--- src/rtl/exception_unit.sv ---
// Exception/interrupt sequencer for the LEGv8 single-cycle core.
// Ports: clk, reset (sync, high); ExtIRQ, NotAnInstr, ERet, ExcAck in;
// Exc, EStatus[3:0], ExtIAck, DblFault out (registered or state-decoded).
module exception_unit #(
  parameter logic [3:0] EST_IRQ   = 4'b0001,
  parameter logic [3:0] EST_BADOP = 4'b0010
) (
  input  logic       clk,
  input  logic       reset,
  input  logic       ExtIRQ,
  input  logic       NotAnInstr,
  input  logic       ERet,
  input  logic       ExcAck,
  output logic       Exc,
  output logic [3:0] EStatus,
  output logic       ExtIAck,
  output logic       DblFault
);

  typedef enum logic [1:0] {
    RUN        = 2'd0,
    EXC_REQ    = 2'd1,
    IN_HANDLER = 2'd2
  } state_t;

  state_t state;
  state_t state_nx;

  logic armed;
  logic src_irq;

  logic take_bad;
  logic take_irq;
  logic acked;
  logic ret;
  logic dbl;

  always_comb begin
    state_nx = state;
    take_bad = 1'b0;
    take_irq = 1'b0;
    acked    = 1'b0;
    ret      = 1'b0;
    dbl      = 1'b0;
    unique case (state)
      RUN: begin
        // Bad opcode outranks the IRQ; the IRQ is level-held
        // so it is simply taken after the handler returns.
        if (NotAnInstr) begin
          take_bad = 1'b1;
          state_nx = EXC_REQ;
        end else if (ExtIRQ && armed) begin
          take_irq = 1'b1;
          state_nx = EXC_REQ;
        end
      end
      EXC_REQ: begin
        if (ExcAck) begin
          acked    = 1'b1;
          state_nx = IN_HANDLER;
        end
      end
      IN_HANDLER: begin
        if (ERet) begin
          ret      = 1'b1;
          state_nx = RUN;
        end else if (NotAnInstr) begin
          dbl = 1'b1;
        end
      end
      default: state_nx = RUN;
    endcase
  end

  assign Exc = (state == EXC_REQ);

  always_ff @(posedge clk) begin
    if (reset) begin
      state    <= RUN;
      EStatus  <= 4'b0000;
      ExtIAck  <= 1'b0;
      DblFault <= 1'b0;
      armed    <= 1'b1;
      src_irq  <= 1'b0;
    end else begin
      state   <= state_nx;
      ExtIAck <= acked && src_irq;
      if (take_bad) begin
        EStatus <= EST_BADOP;
        src_irq <= 1'b0;
      end else if (take_irq) begin
        EStatus <= EST_IRQ;
        src_irq <= 1'b1;
      end else if (ret) begin
        EStatus <= 4'b0000;
      end
      // Seeing the line low always re-arms, even on the ack edge.
      if (!ExtIRQ) begin
        armed <= 1'b1;
      end else if (acked && src_irq) begin
        armed <= 1'b0;
      end
      if (dbl) begin
        DblFault <= 1'b1;
      end
    end
  end

endmodule

--- config.mk ---
export PLATFORM = sky130hd
export DESIGN_NAME = exception_unit
export DESIGN_NICKNAME = d
export VERILOG_FILES = /design/src/rtl/exception_unit.sv
export SDC_FILE = /design/constraint.sdc
export NUM_CORES = 1
export LEC_CHECK = 0
export CAP_MARGIN = 25
export CORE_AREA = 8 8 45 47
export DETAILED_ROUTE_END_ITERATION = 8
export DIE_AREA = 0 0 53 55
export GPL_ROUTABILITY_DRIVEN = 1
export SYNTH_ARGS = -nofsm -noshare
export SYNTH_HDL_FRONTEND = slang
export SYNTH_SLANG_ARGS = --single-unit
--- constraint.sdc ---
create_clock -name clk -period 1.25 [get_ports clk]
set_input_delay 0.1875 -clock clk [delete_from_list [all_inputs] [get_ports clk]]
set_output_delay 0.1875 -clock clk [all_outputs]
set_load 0.005 [all_outputs]
==> impl_metrics.csv <==
group,metric,value,unit
yosys,async_flop_share,0,%
global_route,grt_pass1_wl,1.32,mm
global_route,grt_start_max_net_pins,8,
cts,clock_latency,0.25,ns
power_and_ir_drop,combinationalPowerShare,20.5,%
cts,cts_inserted_buffers,3,
global_route,antenna_found_initial,0,
cts,cts_tree,"done",
timing,setup_viol,0,
global_route,grt_pass1_vias,293,
worst_setup_path,crit_slowest_cell,"dfxtp_2",
drt,via_per_inst,4.47,
placement,dp_cells,68,
timing,whs,0.463,ns
power_and_ir_drop,p_leak,0.273,nW
drt,wl_met2,399,um
final_layout,syn_to_final_growth,43.5,%
floorplan,die-area,2920,um^2
cts,cts.sinks,8,
yosys,yosys_warnings,0,
floorplan,num_rows,14,
timing,setup_ws,0.0794,ns
worst_setup_path,r2r-start,"state[1]",
worst_setup_path,cp.required,1.43,ns
worst_setup_path,critPathMaxStageDelay,0.32,ns
worst_setup_path,cp-start-kind,"flip-flop",
floorplan,start_util,27.7,%
placement,port_buffers,10,
worst_setup_path,crit_chain,"buf_4 -> nor4b_4 -> nand2_2 -> buf_6 -> a21oi_1",
placement,placed_area,513,um^2
worst_setup_path,rr_endpoint,"state[0]",
global_route,overflow,0,
timing,tns,0,ns
worst_setup_path,critPathTopFamily,"simple AND/OR/NAND/NOR gates",
yosys,syn_inst,40,
drt,dr.pass1.iters,4,
placement,post-place-ws,-0.132,ns
yosys,ys.flop_type,"dfxtp_1",
yosys,seq_area_frac_synth,41.8,%
timing,rsz0062_at_grt,"false",
power_and_ir_drop,p_seq_share,46.5,%
worst_setup_path,reg2reg_slack,0.08,ns
floorplan,die_x,53,um
final_layout,instances_no_fill,72,
power_and_ir_drop,power.switching,0.000146,W
final_layout,layout-drive-gt1-share,32.1,%
run,maxCapViolCount,0,
timing,fmax,854,MHz
yosys,synth_seq_cells,8,
worst_setup_path,crit_type,"flip-flop to flip-flop",
timing,final.min_clock_period,1.17,ns
yosys,syn_avg_cell_area,9.57,um^2
worst_setup_path,worstPathMaxFanout,4,
drt,drt.antenna.violating_nets,0,
timing,drv_slew,0,
worst_setup_path,end_kind,"flip-flop",
placement,dp_hpwl,638,um
hold_path,hold_depth,2,
hold_path,min_from,"src_irq",
floorplan,core-area,1380,um^2
drt,met3_length,50,um
final_layout,multi_input_area,183,um^2
worst_setup_path,r2r_cells,5,
cts,cts_max_path_buffers,2,
floorplan,die_h,55,um
drt,drc,0,
final_layout,num_antenna_cells,0,
drt,drt_iter0_markers,8,
yosys,synth_area,383,um^2
cts,clk_pin_slew,0.06,ns
cts,cts.htree.levels,1,
global_route,grtUsageTotal,6.63,%
power_and_ir_drop,p_clk_share,33.0,%
final_layout,nets,64,
yosys,synth_edf_count,0,
power_and_ir_drop,power.internal,0.000452,W
final_layout,seq_area,163,um^2
worst_setup_path,arrival,1.35,ns
timing,clock-skew-final,0.00527,ns
power_and_ir_drop,switching_share,24.4,%
cts,clockRootBuffer,"clkbuf_4",
timing,hold_viol,0,
hold_path,hp-class,"flip-flop to flip-flop",
floorplan,pin_count,13,
final_layout,fin_area,549,um^2
run_status,outcome,"complete, no violations",
drt,finalWirelength,838,um
drt,highest_layer,"met4",
final_layout,final_cell_mix,"dfxtp_1, nor2_1, buf_4, clkdlybuf4s50_1, dlygate4sd2_1",
yosys,yosysUniqueCellTypes,22,
drt,wl_per_cell,11.6,um
drt,wl_met1,363,um
worst_setup_path,critPathBufInv,2,
power_and_ir_drop,power_density,1090,nW/um^2
hold_path,whs_endpoint,"src_irq",
drt,vias,322,
final_layout,num-fill-cells,150,
timing,fin_crit_sh,93.7,%
placement,gp_congestion,0.684,
power_and_ir_drop,peakVddDrop,0.272,mV
-- area by class of cell --
class / count / share of cell area, %
clock buffers: 3 / 4.10
inverters: 2 / 1.37
multi-input cells: 26 / 33.3
flip-flops and latches: 8 / 29.6
well taps: 16 / 3.64
repair buffers: 17 / 28.0
-- tightest hold or removal path, stage by stage (launching register included) --
cell and delay (ns):
dfxtp_1 0.31, inv_1 0.06, a211oi_2 0.05
-- per-stage QoR --
stage                     util [%]  total power (W)
final                         39.7         0.000597
after global routing          39.7         0.000634
after CTS                     38.5         0.000603
after detailed placement      37.1         0.000406
after global placement        37.1         0.000407
after floorplan                  -         0.000353
-- routing by layer --
layer  global-route usage (%)  vias to the layer above
met5                        0                        -
met4                     9.05                        0
met3                     2.67                        4
met2                     9.38                       11
met1                     6.43                      142
li1                         -                      165
-- power groups by stage --
stage / sequential, W / clock [W] / combinational, W
floorplan: 0.000281 / 0 / 0.0000728
global placement: 0.000282 / 0 / 0.000125
detailed placement: 0.000282 / 0 / 0.000124
CTS: 0.000277 / 0.000207 / 0.000119
global route: 0.000279 / 0.000222 / 0.000133
finish: 0.000278 / 0.000197 / 0.000122
-- how the worst max path moves through the flow --
stage,startpoint,end,slack [ns],cells after the start
final,state[1],state[0],0.08,5
after detailed placement,NotAnInstr,EStatus[1],-0.13,4
after floorplan,state[0],EStatus[1],0.13,4
after global placement,NotAnInstr,EStatus[1],-0.11,4
after global routing,state[1],state[0],0.006,5
after CTS,ExtIAck,ExtIAck,0.009,1
-- registers in the layout, summed over array words and instances, names as in the netlist --
register	flops
EStatus	2
armed	1
src_irq	1
ExtIAck	1
state	2
DblFault	1
-- repair_timing --
item                                    in CTS  in global routing
pin swaps                                    0                  3
resized for setup                            5                  4
endpoints found under the setup margin       4                  4
hold buffers                                 0                  0
setup buffers                                0                  1
-- logic make-up (layout without fill, tap and decap cells) --
| kind of cell | after synthesis | count (layout) | synth area share (%) |
|---|---|---|---|
| AO/OA/AOI/OAI | 6 | 6 | 14.1 |
| flip-flops | 8 | 8 | 41.8 |
| buffers and inverters | 7 | 22 | 12.1 |
| other | 1 | 2 | 0.979 |
| AND/OR/NAND/NOR | 18 | 18 | 31.0 |
-- cells in the mapped netlist, drive strengths merged (2+ instances only) --
cell type / number / area [um^2]
dfxtp: 8 / 160
buf: 5 / 38.8
nor2: 6 / 22.5
inv: 2 / 7.51
a21oi: 2 / 10.0
a211oi: 2 / 25.0
nand2: 3 / 13.8
Power figures use the tool's default switching activity.
